File: src/rtl/midi_pkg.sv
// midi_pkg: shared MIDI status constants, parser state enum and data-length helper
package midi_pkg;
  localparam logic [7:0] ST_NOTE_OFF = 8'h80;
  localparam logic [7:0] ST_NOTE_ON  = 8'h90;
  localparam logic [7:0] ST_SYSEX    = 8'hF0;
  localparam logic [7:0] ST_EOX      = 8'hF7;
  localparam logic [7:0] ST_TUNE     = 8'hF6;
  localparam logic [7:0] RT_BASE     = 8'hF8;
  typedef enum logic [1:0] {IDLE, CHAN, SYSX, SCOM} parse_state_e;
  function automatic logic [7:0] midi_data_len(input logic [7:0] status);
    return (status == ST_SYSEX) ? 8'hFF :
           (status[7:4] == 4'hF && status != 8'hF1 && status != 8'hF2 && status != 8'hF3) ? 8'd0 :
           (status[7:5] == 3'b110 || status == 8'hF1 || status == 8'hF3) ? 8'd1 : 8'd2;
  endfunction
endpackage

File: src/rtl/midi_rx_fifo.sv
// midi_rx_fifo: single-clock show-ahead byte FIFO between the UART receiver and the parser
module midi_rx_fifo #(
  parameter int DEPTH = 16,
  parameter int AW    = 4
) (
  input  logic       clk,
  input  logic       rst_n,
  input  logic       push,
  input  logic       pop,
  input  logic [7:0] din,
  output logic [7:0] dout,
  output logic       empty,
  output logic       full
);
  logic [7:0]    mem_q [DEPTH];
  logic [AW-1:0] wr_q, rd_q;
  logic [AW:0]   cnt_q;
  logic          do_push, do_pop;
  assign do_push = push && !full;
  assign do_pop  = pop && !empty;
  assign dout    = mem_q[rd_q];
  assign empty   = cnt_q == '0;
  assign full    = cnt_q[AW];
  always_ff @(posedge clk)
    if (do_push) mem_q[wr_q] <= din;
  always_ff @(posedge clk or negedge rst_n)
    if (!rst_n) begin
      wr_q  <= '0;
      rd_q  <= '0;
      cnt_q <= '0;
    end else begin
      wr_q  <= wr_q + AW'(do_push);
      rd_q  <= rd_q + AW'(do_pop);
      cnt_q <= cnt_q + (AW+1)'(do_push) - (AW+1)'(do_pop);
    end
endmodule

File: src/rtl/midi_stream_parser.sv
// midi_stream_parser: buffers raw MIDI bytes and emits parsed bytes with running status,
// byte numbering, sysex framing and real-time interleaving resolved
module midi_stream_parser
  import midi_pkg::*;
#(
  parameter int FIFO_DEPTH = 16,
  parameter int FIFO_AW    = 4
) (
  input  logic       reg_clk,
  input  logic       reset_reg_N,
  input  logic [7:0] rx_byte,
  input  logic       rx_valid,
  output logic       rx_ready,
  input  logic       ovf_clr,
  output logic       byteready_u,
  output logic [7:0] cur_status_u,
  output logic [7:0] midibyte_nr_u,
  output logic [7:0] midi_in_data_u,
  output logic       rt_valid,
  output logic [7:0] rt_byte,
  output logic       overflow,
  output logic [7:0] orphan_cnt
);
  logic [7:0]   b;
  logic         empty, full, pop;
  parse_state_e state_q, state_d;
  logic [7:0]   cur_q, cur_d, nr_q, nr_d, need_q, need_d, nr_inc, em_status, em_nr;
  logic         emit, rt, orphan;
  logic         byteready_q, rt_valid_q, ovf_q;
  logic [7:0]   st_o_q, nr_o_q, data_o_q, rt_byte_q, orphan_q;
  assign pop            = !empty;
  assign rx_ready       = !full;
  assign byteready_u    = byteready_q;
  assign cur_status_u   = st_o_q;
  assign midibyte_nr_u  = nr_o_q;
  assign midi_in_data_u = data_o_q;
  assign rt_valid       = rt_valid_q;
  assign rt_byte        = rt_byte_q;
  assign overflow       = ovf_q;
  assign orphan_cnt     = orphan_q;
  assign nr_inc         = (nr_q == 8'hFF) ? 8'hFF : nr_q + 8'd1;
  midi_rx_fifo #(.DEPTH(FIFO_DEPTH), .AW(FIFO_AW)) u_fifo (
    .clk   (reg_clk),
    .rst_n (reset_reg_N),
    .push  (rx_valid),
    .pop   (pop),
    .din   (rx_byte),
    .dout  (b),
    .empty (empty),
    .full  (full)
  );
  always_comb begin
    state_d   = state_q;
    cur_d     = cur_q;
    nr_d      = nr_q;
    need_d    = need_q;
    emit      = 1'b0;
    rt        = 1'b0;
    orphan    = 1'b0;
    em_status = cur_q;
    em_nr     = nr_q;
    if (pop) begin
      if (b >= RT_BASE) begin
        rt = 1'b1;
      end else if (b == ST_EOX) begin
        emit    = state_q == SYSX;
        em_nr   = nr_inc;
        state_d = IDLE;
        cur_d   = 8'h00;
      end else if (b == 8'hF4 || b == 8'hF5) begin
        state_d = IDLE;
        cur_d   = 8'h00;
      end else if (b >= ST_NOTE_OFF) begin
        emit      = 1'b1;
        em_status = b;
        em_nr     = 8'd0;
        nr_d      = 8'd0;
        need_d    = midi_data_len(b);
        cur_d     = (b == ST_TUNE) ? 8'h00 : b;
        state_d   = (b == ST_SYSEX) ? SYSX : (b == ST_TUNE) ? IDLE : (b[7:4] == 4'hF) ? SCOM : CHAN;
      end else if (state_q == IDLE) begin
        orphan = 1'b1;
      end else if (state_q == SYSX) begin
        emit  = 1'b1;
        nr_d  = nr_inc;
        em_nr = nr_inc;
      end else begin
        // running status: a full message wraps numbering back to the first data byte
        emit  = 1'b1;
        nr_d  = (nr_q == need_q) ? 8'd1 : nr_inc;
        em_nr = nr_d;
        if (state_q == SCOM && nr_d == need_q) begin
          state_d = IDLE;
          cur_d   = 8'h00;
        end
      end
    end
  end
  always_ff @(posedge reg_clk or negedge reset_reg_N)
    if (!reset_reg_N) begin
      state_q     <= IDLE;
      cur_q       <= '0;
      nr_q        <= '0;
      need_q      <= '0;
      byteready_q <= 1'b0;
      rt_valid_q  <= 1'b0;
      ovf_q       <= 1'b0;
      st_o_q      <= '0;
      nr_o_q      <= '0;
      data_o_q    <= '0;
      rt_byte_q   <= '0;
      orphan_q    <= '0;
    end else begin
      state_q     <= state_d;
      cur_q       <= cur_d;
      nr_q        <= nr_d;
      need_q      <= need_d;
      byteready_q <= emit;
      rt_valid_q  <= rt;
      if (emit) begin
        st_o_q   <= em_status;
        nr_o_q   <= em_nr;
        data_o_q <= b;
      end
      if (rt) rt_byte_q <= b;
      if (orphan && orphan_q != 8'hFF) orphan_q <= orphan_q + 8'd1;
      if (rx_valid && full) ovf_q <= 1'b1;
      else if (ovf_clr) ovf_q <= 1'b0;
    end
endmodule

File: config.mk
export PLATFORM = sky130hd
export DESIGN_NAME = midi_stream_parser
export DESIGN_NICKNAME = d
export VERILOG_FILES = /design/src/rtl/midi_pkg.sv /design/src/rtl/midi_rx_fifo.sv /design/src/rtl/midi_stream_parser.sv
export SDC_FILE = /design/constraint.sdc
export NUM_CORES = 1
export LEC_CHECK = 0
export ABC_AREA = 1
export CAP_MARGIN = 40
export CORE_MARGIN = 2
export CORE_UTILIZATION = 60
export CTS_BUF_LIST = sky130_fd_sc_hd__clkbuf_16
export DETAILED_ROUTE_END_ITERATION = 8
export HOLD_SLACK_MARGIN = 0.1
export PLACE_DENSITY = 0.8
export SLEW_MARGIN = 20
export SYNTH_ARGS = -nofsm -noshare
export SYNTH_HDL_FRONTEND = slang
export SYNTH_HIERARCHICAL = 1
export SYNTH_SLANG_ARGS = --single-unit
File: constraint.sdc
create_clock -name reg_clk -period 4.27 [get_ports reg_clk]
set_clock_uncertainty 0.2 [all_clocks]
set_input_delay 0.6405 -clock reg_clk [delete_from_list [all_inputs] [get_ports reg_clk]]
set_output_delay 0.6405 -clock reg_clk [all_outputs]
set_load 0.01 [all_outputs]
# After elaboration in Yosys (flattened, before gate mapping)

Memory sizes are Yosys's and may differ from the RTL's.
Index checks and enable logic that the tools add are counted.

Register bits after elaboration: 82
Bits in writable memories: 128
Input port bits: 12
Output and inout port bits: 44
Word-level logic and storage cells: 118
Memories: 1

Add/sub/neg operators: 6
Magnitude comparators: 2
Equal/unequal tests: 20
Muxes and demuxes: 51
Bitwise gates (word level): 4
Reductions and logical operators: 19

Memory list:

| memory       | words | width | read ports | clocked after memory_dff | wr ports | line               | RTL |
|---|---|---|---|---|---|---|---|
| u_fifo.mem_q | 16    | 8     | 1          | 0                        | 1        | midi_rx_fifo.sv:15 | `logic [7:0] mem_q [DEPTH];` |

Operator list:

| cell                                                           | count |
|---|---|
| 8-bit two-way mux                                              | 22 |
| 8-bit equality test (second input constant)                    | 8 |
| 8-bit != test (second input constant)                          | 4 |
| 2-bit two-way mux                                              | 11 |
| 1-bit two-way mux                                              | 18 |
| 8-bit by 1-bit adder with 8-bit output (second input constant) | 2 |
| 8-bit equality test                                            | 2 |
| 8-bit >= comparator (second input constant)                    | 2 |
| 5-bit AND reduction                                            | 2 |
| 4-bit by 1-bit adder with 4-bit output                         | 2 |
| 4-bit != test (second input constant)                          | 2 |
| 1-bit logical AND                                              | 7 |
| 5-bit by 1-bit adder with 5-bit output                         | 1 |
| 5-bit logical NOT                                              | 1 |
| 5-bit by 1-bit subtractor with 5-bit output                    | 1 |
| 2-bit equality test (second input constant)                    | 2 |
| 4-bit equality test (second input constant)                    | 1 |
| 1-bit NOT                                                      | 4 |
| 4-bit nonzero test                                             | 1 |
| 3-bit equality test (second input constant)                    | 1 |
| 1-bit logical OR                                               | 3 |
| 3-bit AND reduction                                            | 1 |
| 1-bit logical NOT                                              | 2 |
| 2-bit logical NOT                                              | 1 |
| 2-bit nonzero test                                             | 1 |

# Depth between registers and ports, before layout

Gate-level depths: netlist (run 1).

Depth after elaboration: 11
Depth in mapped cells: 20

# Modules after synthesis

The synthesis (run 1) kept the hierarchy.

Modules (own cells, without submodules):

| module             | times used | cells an instance | area an instance (µm²) |
|---|---|---|---|
| midi_rx_fifo       | 1          | 599               | 6,242.2 |
| midi_stream_parser | 1          | 403               | 3,347.0 |

# Worst setup path after synthesis (run 1)

OpenSTA, ideal clock, no wires.

Kind: register -> register
Start point: register u_fifo.cnt_q[3]
End point: register u_fifo.cnt_q[4]
Setup time: 0.128 ns
Arrival time: 2.721 ns
Required time: 3.942 ns
Setup slack: 1.221 ns
Cell stages (with the launch flop): 16
Path buffers: 0
Period minus slack after synthesis: 3.049 ns
Path through: dfrtp_1 > inv_1 > ha_1 > inv_1 > nor4_1 > inv_1 > inv_1 > nor2_1 > ha_1 > inv_1 > ha_1 > inv_1 > fa_1 > o21ai_0 > a21oi_1 > xor2_1

Longest elaborated chain between the ends: 3
Elaborated cells on any way between the ends: 4

RTL lines:

| item                                        | line                     | RTL |
|---|---|---|
| from (decl)                                 | midi_rx_fifo.sv:17       | `logic [AW:0] cnt_q;` |
| from (signal assigned)                      | midi_rx_fifo.sv:34       | `cnt_q <= cnt_q + (AW+1)'(do_push) - (AW+1)'(do_pop);` |
| 5-bit logical NOT                           | midi_rx_fifo.sv:22       | `assign empty = cnt_q == '0;` |
| via empty                                   | midi_stream_parser.sv:25 | `logic empty, full, pop;` |
| 1-bit logical NOT                           | midi_stream_parser.sv:31 | `assign pop = !empty;` |
| via pop                                     | midi_stream_parser.sv:25 |  |
| 5-bit by 1-bit subtractor with 5-bit output | midi_rx_fifo.sv:34       |  |

The timed path passes the listed nets, and every way through them passes these cells.
A chain may end at the register's enable or synchronous reset.

# Final worst setup path (run 1)

Start point: register u_fifo.rd_q[0]
End point: register st_o_q[2] (netlist: cur_status_u[2])

Longest elaborated chain between the ends: 7
Elaborated cells on any way between the ends: 17

RTL lines:

| item                                                       | line                                               | RTL |
|---|---|---|
| from (decl)                                                | midi_rx_fifo.sv:16                                 | `logic [AW-1:0] wr_q, rd_q;` |
| from (signal assigned)                                     | midi_rx_fifo.sv:33                                 | `rd_q <= rd_q + AW'(do_pop);` |
| memory read 16 x 8 bit *                                   | n/a                                                |  |
| via b[7]                                                   | midi_stream_parser.sv:24                           | `logic [7:0] b;` |
| 8-bit >= comparator or 8-bit equality test (tied branches) | midi_stream_parser.sv:73, midi_stream_parser.sv:70 |  |
| 8-bit two-way mux, or another cell as far along            | midi_stream_parser.sv:73                           | `end else if (b >= ST_NOTE_OFF) begin` |
| 8-bit two-way mux or 1-bit two-way mux (tied branches)     | midi_stream_parser.sv:70                           | `end else if (b == 8'hF4 \|\| b == 8'hF5) begin` |
| 8-bit two-way mux or 1-bit two-way mux (tied branches)     | midi_stream_parser.sv:65                           | `end else if (b == ST_EOX) begin` |
| 8-bit two-way mux or 1-bit two-way mux (tied branches)     | midi_stream_parser.sv:63                           | `if (b >= RT_BASE) begin` |
| 8-bit two-way mux or 1-bit two-way mux (tied branches)     | midi_stream_parser.sv:62                           | `if (pop) begin` |
| to (signal assigned)                                       | midi_stream_parser.sv:121                          | `st_o_q <= em_status;` |
| to (decl)                                                  | midi_stream_parser.sv:30                           | `logic [7:0] st_o_q, nr_o_q, data_o_q, rt_byte_q, orphan_q;` |

Mark *: on every way through the listed nets, which the timed path passes. The rest lies on a longest branch.

==> impl_metrics.toml, run 1 <==
[yosys]
synth_ff_type = "edfxtp_1"
synth_edf_count = 128
yosysUniqueCellTypes = 43
syn-cell-area_um2 = 9589
syn_avg_cell_area_um2 = 9.570
ys_ff_latch = 205
synthesis.nets = 1027
synthCells = 1002
seq_area_frac_synth = 0.6018
ys_warn_count = 6
async_reset_ff_frac = 0.3756

[worst_setup_path]
path_common_cell = "nand2_1"
critPathKind = "register to register"
worstPathCellList = "buf_4 > nand2_1 > nand2_1 > nand2_1 > nand3_1 > nand3_1 > nand2_1 > nand2_4 > nor3_4 > nand3_1 > nand2_1 > o22ai_2 > nand2_2 > buf_4 > a21oi_1 > a21oi_1"
cp_data_arrival_time_ns = 3.69
crit_start = "u_fifo/rd_q[0]"
slowest_stage = "buf_4"
required_ns = 4.47
rr_endpoint = "cur_status_u[2]"
ff2ff_setup_slack_ns = 0.78
crit_path_max_fanout = 65
rr_worst_depth = 16
r2r-start = "u_fifo/rd_q[0]"
worst_path_largest_cell_delay_ns = 0.55
startpoint_type = "register"
end_kind = "register"
endpoint = "cur_status_u[2]"

[timing]
report.final.setup_viol = 0
fin_crit_sh = 0.8164
setup_tns_ns = 0
finalHoldViolCount = 0
fmax_mhz = 286.9
tightest_slew_ns = 0.8530
timing.slew.headroom = 0.4293
rsz0062_at_grt = "false"
fin_crit_ns = 3.486
slew_violations = 0

[drt]
drtAntennaViolNets = 0
drtIter0Drc = 688
wl_per_cell_um = 16.46
vias = 7053
drc_errors = 0
viasPerCell = 5.467
routed_wl_mm = 21.23
drt_first_pass_iters = 5

[clock_network]
htree_levels = 1
clkSinkCount = 205
cts_buffers = 21
cts_tree = "yes"
cts-root-buf = "clkbuf_16"
cts.clk_slew.worst_paths_ns = 0.06
cts_buffer_depth = 3
worstSkewPairLatency_ns = 0.49
post_cts_buffers = 0

[pwr]
peakVddDrop_mv = 0.5539
leakagePower_nw = 4.924
power.density_nw_per_um2 = 770.5

[die]
row_count = 46
core_um2 = 15770
dieWidth_um = 130.4
die_area_um2 = 17010
start_util = 0.6081
dieHeight_um = 130.4
ios = 56

[final_layout]
fin_util = 0.6901
drive_gt1_frac = 0.07449
nNetsFinal = 1085
diodes = 0
area_growth_syn_to_layout_pct = 13.49

[grt]
grt_pass1_wl_mm = 33.64
grt_usage = 0.2570
grt_max_degree = 66
grt_pass1_vias = 6761
grt_remaining_overflow = 0
grt_antenna_before_repair = 0

[placed_design]
port_buffers = 55
hpwl_mm = 14.11
routabilityCongestion = 0.8800

[job]
maxCapViolCount = 0

[outcome]
status = "finished clean"

[hold_path]
min_path_type = "register to register"
metrics by stage:
| stage | hold slack (ns) | setup WS, ns | instances | instance area, um2 | power, mW |
|---|---|---|---|---|---|
| 6_report | 0.2681 | 0.7842 | 1290 | 10880 | 8.385 |
| 5_1_grt | 0.2740 | 0.4246 | 1290 | 10880 | 8.953 |
| 4_1_cts | 0.2682 | 0.8188 | 1289 | 10880 | 8.379 |
| 3_5_place_dp | 0.2535 | 0.8243 | 1251 | 10250 | 6.715 |
| 3_3_place_gp | 0.2508 | 0.8674 | 1250 | 10230 | 6.601 |
| 2_1_floorplan | 0.1449 | 1.221 | 1002 | 9589 | 5.662 |
cell usage in the layout, fill, tap and decap left out, drive strengths merged, types with 13 or more instances in the layout:
cell,Yosys,routed
clkdlybuf4s50,0,54
nand3,131,131
nor2,68,68
xor2,13,13
edfxtp,128,128
nand2,282,282
a21oi,25,25
clkbuf,0,21
o21ai,30,30
inv,158,169
dfrtp,77,77
buf,34,14
critical path, delay by kind of cell (launching register included):
family	cells	cell delay [ns]
DFF	1	0.36
and+or+nand+nor	11	1.60
buffers and inverters	2	0.88
AOI/OAI and AO/OA	3	0.32
synthesized netlist by cell type, types with 2 or more instances:
cell	instances	area share
buf_2	17	0.0089
nand4_1	4	0.0026
o21ai_1	11	0.0057
edfxtp_1	128	0.40
nand2_4	2	0.0023
nor4_1	6	0.0039
xnor2_1	5	0.0046
o22ai_2	2	0.0026
buf_4	5	0.0039
nand2_2	10	0.0065
nor3_1	2	0.0010
nor2_2	2	0.0013
ha_1	12	0.016
nand2_1	270	0.11
o22ai_1	2	0.0013
nand4_2	2	0.0026
nor2_1	64	0.025
dfrtp_1	77	0.20
or2_2	5	0.0033
o21ai_0	11	0.0057
xor2_1	13	0.012
a31oi_1	3	0.0020
inv_2	5	0.0020
nor2_4	2	0.0023
o21ai_2	8	0.0073
nand3_1	131	0.068
a21oi_1	25	0.013
inv_1	152	0.059
buf_6	10	0.012
nand3b_1	3	0.0023
logic make-up (layout without fill, tap and decap cells):
kind of cell / after synthesis / count (layout) / synth area share
xor gates and xnor gates: 18 / 18 / 0.01644
adders and majority gates: 13 / 13 / 0.01774
DFF: 205 / 205 / 0.6018
AOI/OAI and AO/OA: 67 / 67 / 0.04201
buffers and inverters: 193 / 265 / 0.08951
and+or+nand+nor: 505 / 505 / 0.2313
muxes: 1 / 1 / 0.001174
layer usage:
| layer | GRT usage | wire (um) | up-vias |
|---|---|---|---|
| met5 | 0 | 0 | - |
| met2 | 0.4364 | 10500 | 287 |
| li1 | - | - | 3352 |
| met4 | 0.1070 | 671 | 0 |
| met3 | 0.03787 | 1426 | 49 |
| met1 | 0.3361 | 8632 | 3365 |
where the power goes:
group | internal, mW | switching [mW]
combinational | 1.38 | 2.56
clock | 0.944 | 0.691
sequential | 2.55 | 0.265
total | 4.87 | 3.51
final cells by class:
type / count / area [um2]
repair buffers: 69 / 668.1
inverters: 159 / 599.3
flip-flops and latches: 205 / 5772
well taps: 216 / 270.3
fillers: 1232 / 4887
clock inverters: 16 / 87.58
multi-input cells: 604 / 2960
clock buffers: 21 / 525.5
flip-flops by register name (all words and copies together) (netlist names):
signal          cells
u_fifo/mem_q      128
cur_q               8
cur_status_u        8
midi_in_data_u      8
midibyte_nr_u       8
nr_q                8
orphan_cnt          8
rt_byte             8
u_fifo/cnt_q        5
u_fifo/rd_q         4
u_fifo/wr_q         4
need_q              3
state_q             2
byteready_u         1
overflow            1
rt_valid            1
how the worst min path moves through the flow:
stage / from / to / slack, ns / cells after the start
CTS: rt_byte[4] / rt_byte[4] / 0.27 / 1
floorplan: reset_reg_N / byteready_u / 0.14 / 0
finish: rt_byte[4] / rt_byte[4] / 0.27 / 1
global route: rt_byte[3] / rt_byte[3] / 0.27 / 1
detailed placement: rt_byte[4] / rt_byte[4] / 0.25 / 1
global placement: rt_byte[5] / rt_byte[5] / 0.25 / 1
what timing repair did:
action / 4_1_cts / 5_1_grt
gates resized for setup: 0 / 0
endpoints found under the hold margin: 38 / 0
hold buffers: 1 / 0
No activity file was read; power rests on OpenSTA's default activity.
==> run 2, diff against run 1 <==
CORE_UTILIZATION = 54   (was 60)
PLACE_DENSITY = 0.76   (was 0.8)
clock period = 3 ns   (was 4.27 ns; I/O delays follow)
==> impl_metrics.toml, run 2 (synthesis results as in run 1) <==
[outcome]
status = "finished, violations left"
violations = "setup timing"

[placed_design]
hpwl_mm = 14.29
port_buffers = 55
routabilityCongestion = 0.9056

[clock_network]
htree_levels = 1
cts-root-buf = "clkbuf_16"
cts_buffer_depth = 3
cts_tree = "yes"
worstSkewPairLatency_ns = 0.51
cts_buffers = 22
clkSinkCount = 205
cts.clk_slew.worst_paths_ns = 0.06

[timing]
report.final.setup_viol = 3
setup_tns_ns = -0.07636
tightest_slew_ns = 0.6994
fin_crit_sh = 1.015
slew_violations = 0
fmax_mhz = 328.4
finalHoldViolCount = 0
fin_crit_ns = 3.045
rsz0062_at_grt = "true"
whs_ns = 0.2659
fin_ws_ns = -0.04500
timing.slew.headroom = 0.5323

[pwr]
leakagePower_nw = 5.391
total_power_mw = 13.89
peakVddDrop_mv = 0.7580
power_frac_seq = 0.293
power.density_nw_per_um2 = 1171
combPwrFrac = 0.527
clock_power_share = 0.180
switchingPower_mw = 5.789
swShare = 0.4168
internal_power_mw = 8.102

[grt]
grt_antenna_before_repair = 0
grt_remaining_overflow = 0
grt_pass1_wl_mm = 34.70
grt_max_degree = 43
grt_usage = 0.2365
grt_pass1_vias = 6970

[final_layout]
diodes = 0
nNetsFinal = 1151
layout_commonest_cell = "nand2_1"
area_growth_syn_to_layout_pct = 23.75
fillers = 1278
largest_reg_flops = 128
final_cell_mix = "264 x nand2_1, 152 x inv_1, 128 x edfxtp_1"
multi_input_area_um2 = 3177
drive_gt1_frac = 0.1727
regMostFlops = "u_fifo/mem_q"
seq_area_um2 = 5774

[drt]
routed_wl_mm = 23.71
viasPerCell = 5.488
wl_per_cell_um = 17.35
drt_first_pass_iters = 5
drtAntennaViolNets = 0
vias = 7497
drtIter0Drc = 722
drc_errors = 0

[job]
maxCapViolCount = 0

[worst_setup_path]
end_kind = "register"
crit_path_max_fanout = 6
cp_data_arrival_time_ns = 3.24
required_ns = 3.19
critPathKind = "register to register"
startpoint_type = "register"

[die]
ios = 56
start_util = 0.5525
core_um2 = 17360
dieWidth_um = 137.3
die_area_um2 = 18840
dieHeight_um = 137.3
row_count = 48

[hold_path]
min_path_type = "register to register"
run 2: what timing repair did:
| action | 4_1_cts | 5_1_grt |
|---|---|---|
| endpoints found under the hold margin | 40 | 0 |
| endpoints found under the setup margin | 1 | 42 |
| buffers inserted | 0 | 15 |
| pin swaps | 0 | 19 |
| hold buffers | 1 | 0 |
| cloned | 0 | 9 |
| resized for setup | 1 | 62 |
run 2: power by group through the flow:
stage,Clock [mW],Sequential (mW),Combinational (mW)
floorplan,0,4.08,3.98
global placement,0,4.04,5.93
detailed placement,0,4.06,6.10
CTS,2.54,4.00,6.19
global route,2.66,4.13,7.94
finish,2.51,4.07,7.31
run 2: worst max-delay path, cell delays in order, from the launching register on:
cell and delay (ns):
dfrtp_4 0.57, clkinv_8 0.13, buf_6 0.16, nand2_1 0.11, nand3_1 0.12, nand3_1 0.13, nand3_2 0.12, nand2_2 0.09
inv_1 0.08, nor3_4 0.27, nand4_4 0.16, o22ai_2 0.20, nand2_2 0.11, inv_4 0.12, buf_12 0.14, nand4_4 0.09
o21ai_2 0.09, inv_1 0.05
run 2: final timing paths:
kind	startpoint	end	slack [ns]	cells after the start
max	u_fifo/rd_q[0]	midibyte_nr_u[2]	-0.05	17
min	rt_byte[7]	rt_byte[7]	0.27	1
max reg2reg	u_fifo/rd_q[0]	midibyte_nr_u[2]	-0.05	17
min reg2reg	rt_byte[7]	rt_byte[7]	0.27	1
max in group asynchronous	reset_reg_N	nr_q[4]	1.64	3
min in group asynchronous	reset_reg_N	cur_q[4]	0.28	2
run 2: per-stage QoR:
step | cell area (um2) | worst slack (ns) | std cells | utilization
5_1_grt | 11870 | -0.1528 | 1366 | 0.6837
3_5_place_dp | 10640 | 0.04236 | 1302 | 0.6127
6_report | 11870 | -0.04500 | 1366 | 0.6837
4_1_cts | 11320 | 0.03380 | 1342 | 0.6520
3_3_place_gp | 10640 | 0.1127 | 1302 | 0.6127
2_1_floorplan | 9595 | 0.1902 | 1002 | -
run 2: area by class of cell:
type                       instances  area share
sequential                       205      0.4866
multi-input combinational        604      0.2677
timing repair inverter             1   0.0005272
timing repair buffer             133      0.1130
tap                              225     0.02372
clock inverter                    17    0.009700
clock buffer                      22     0.04639
inverter                         159     0.05230
run 2: per-layer routing:
layer  routed length, um  share of wire  global-route usage  vias to the layer above
met1                9249           0.39              0.3068                     3546
met5                   0              0                   0                        -
met4                 838          0.035             0.07446                        0
met3                1756          0.074             0.03495                       81
li1                    -              -                   -                     3502
met2               11860           0.50              0.4110                      368
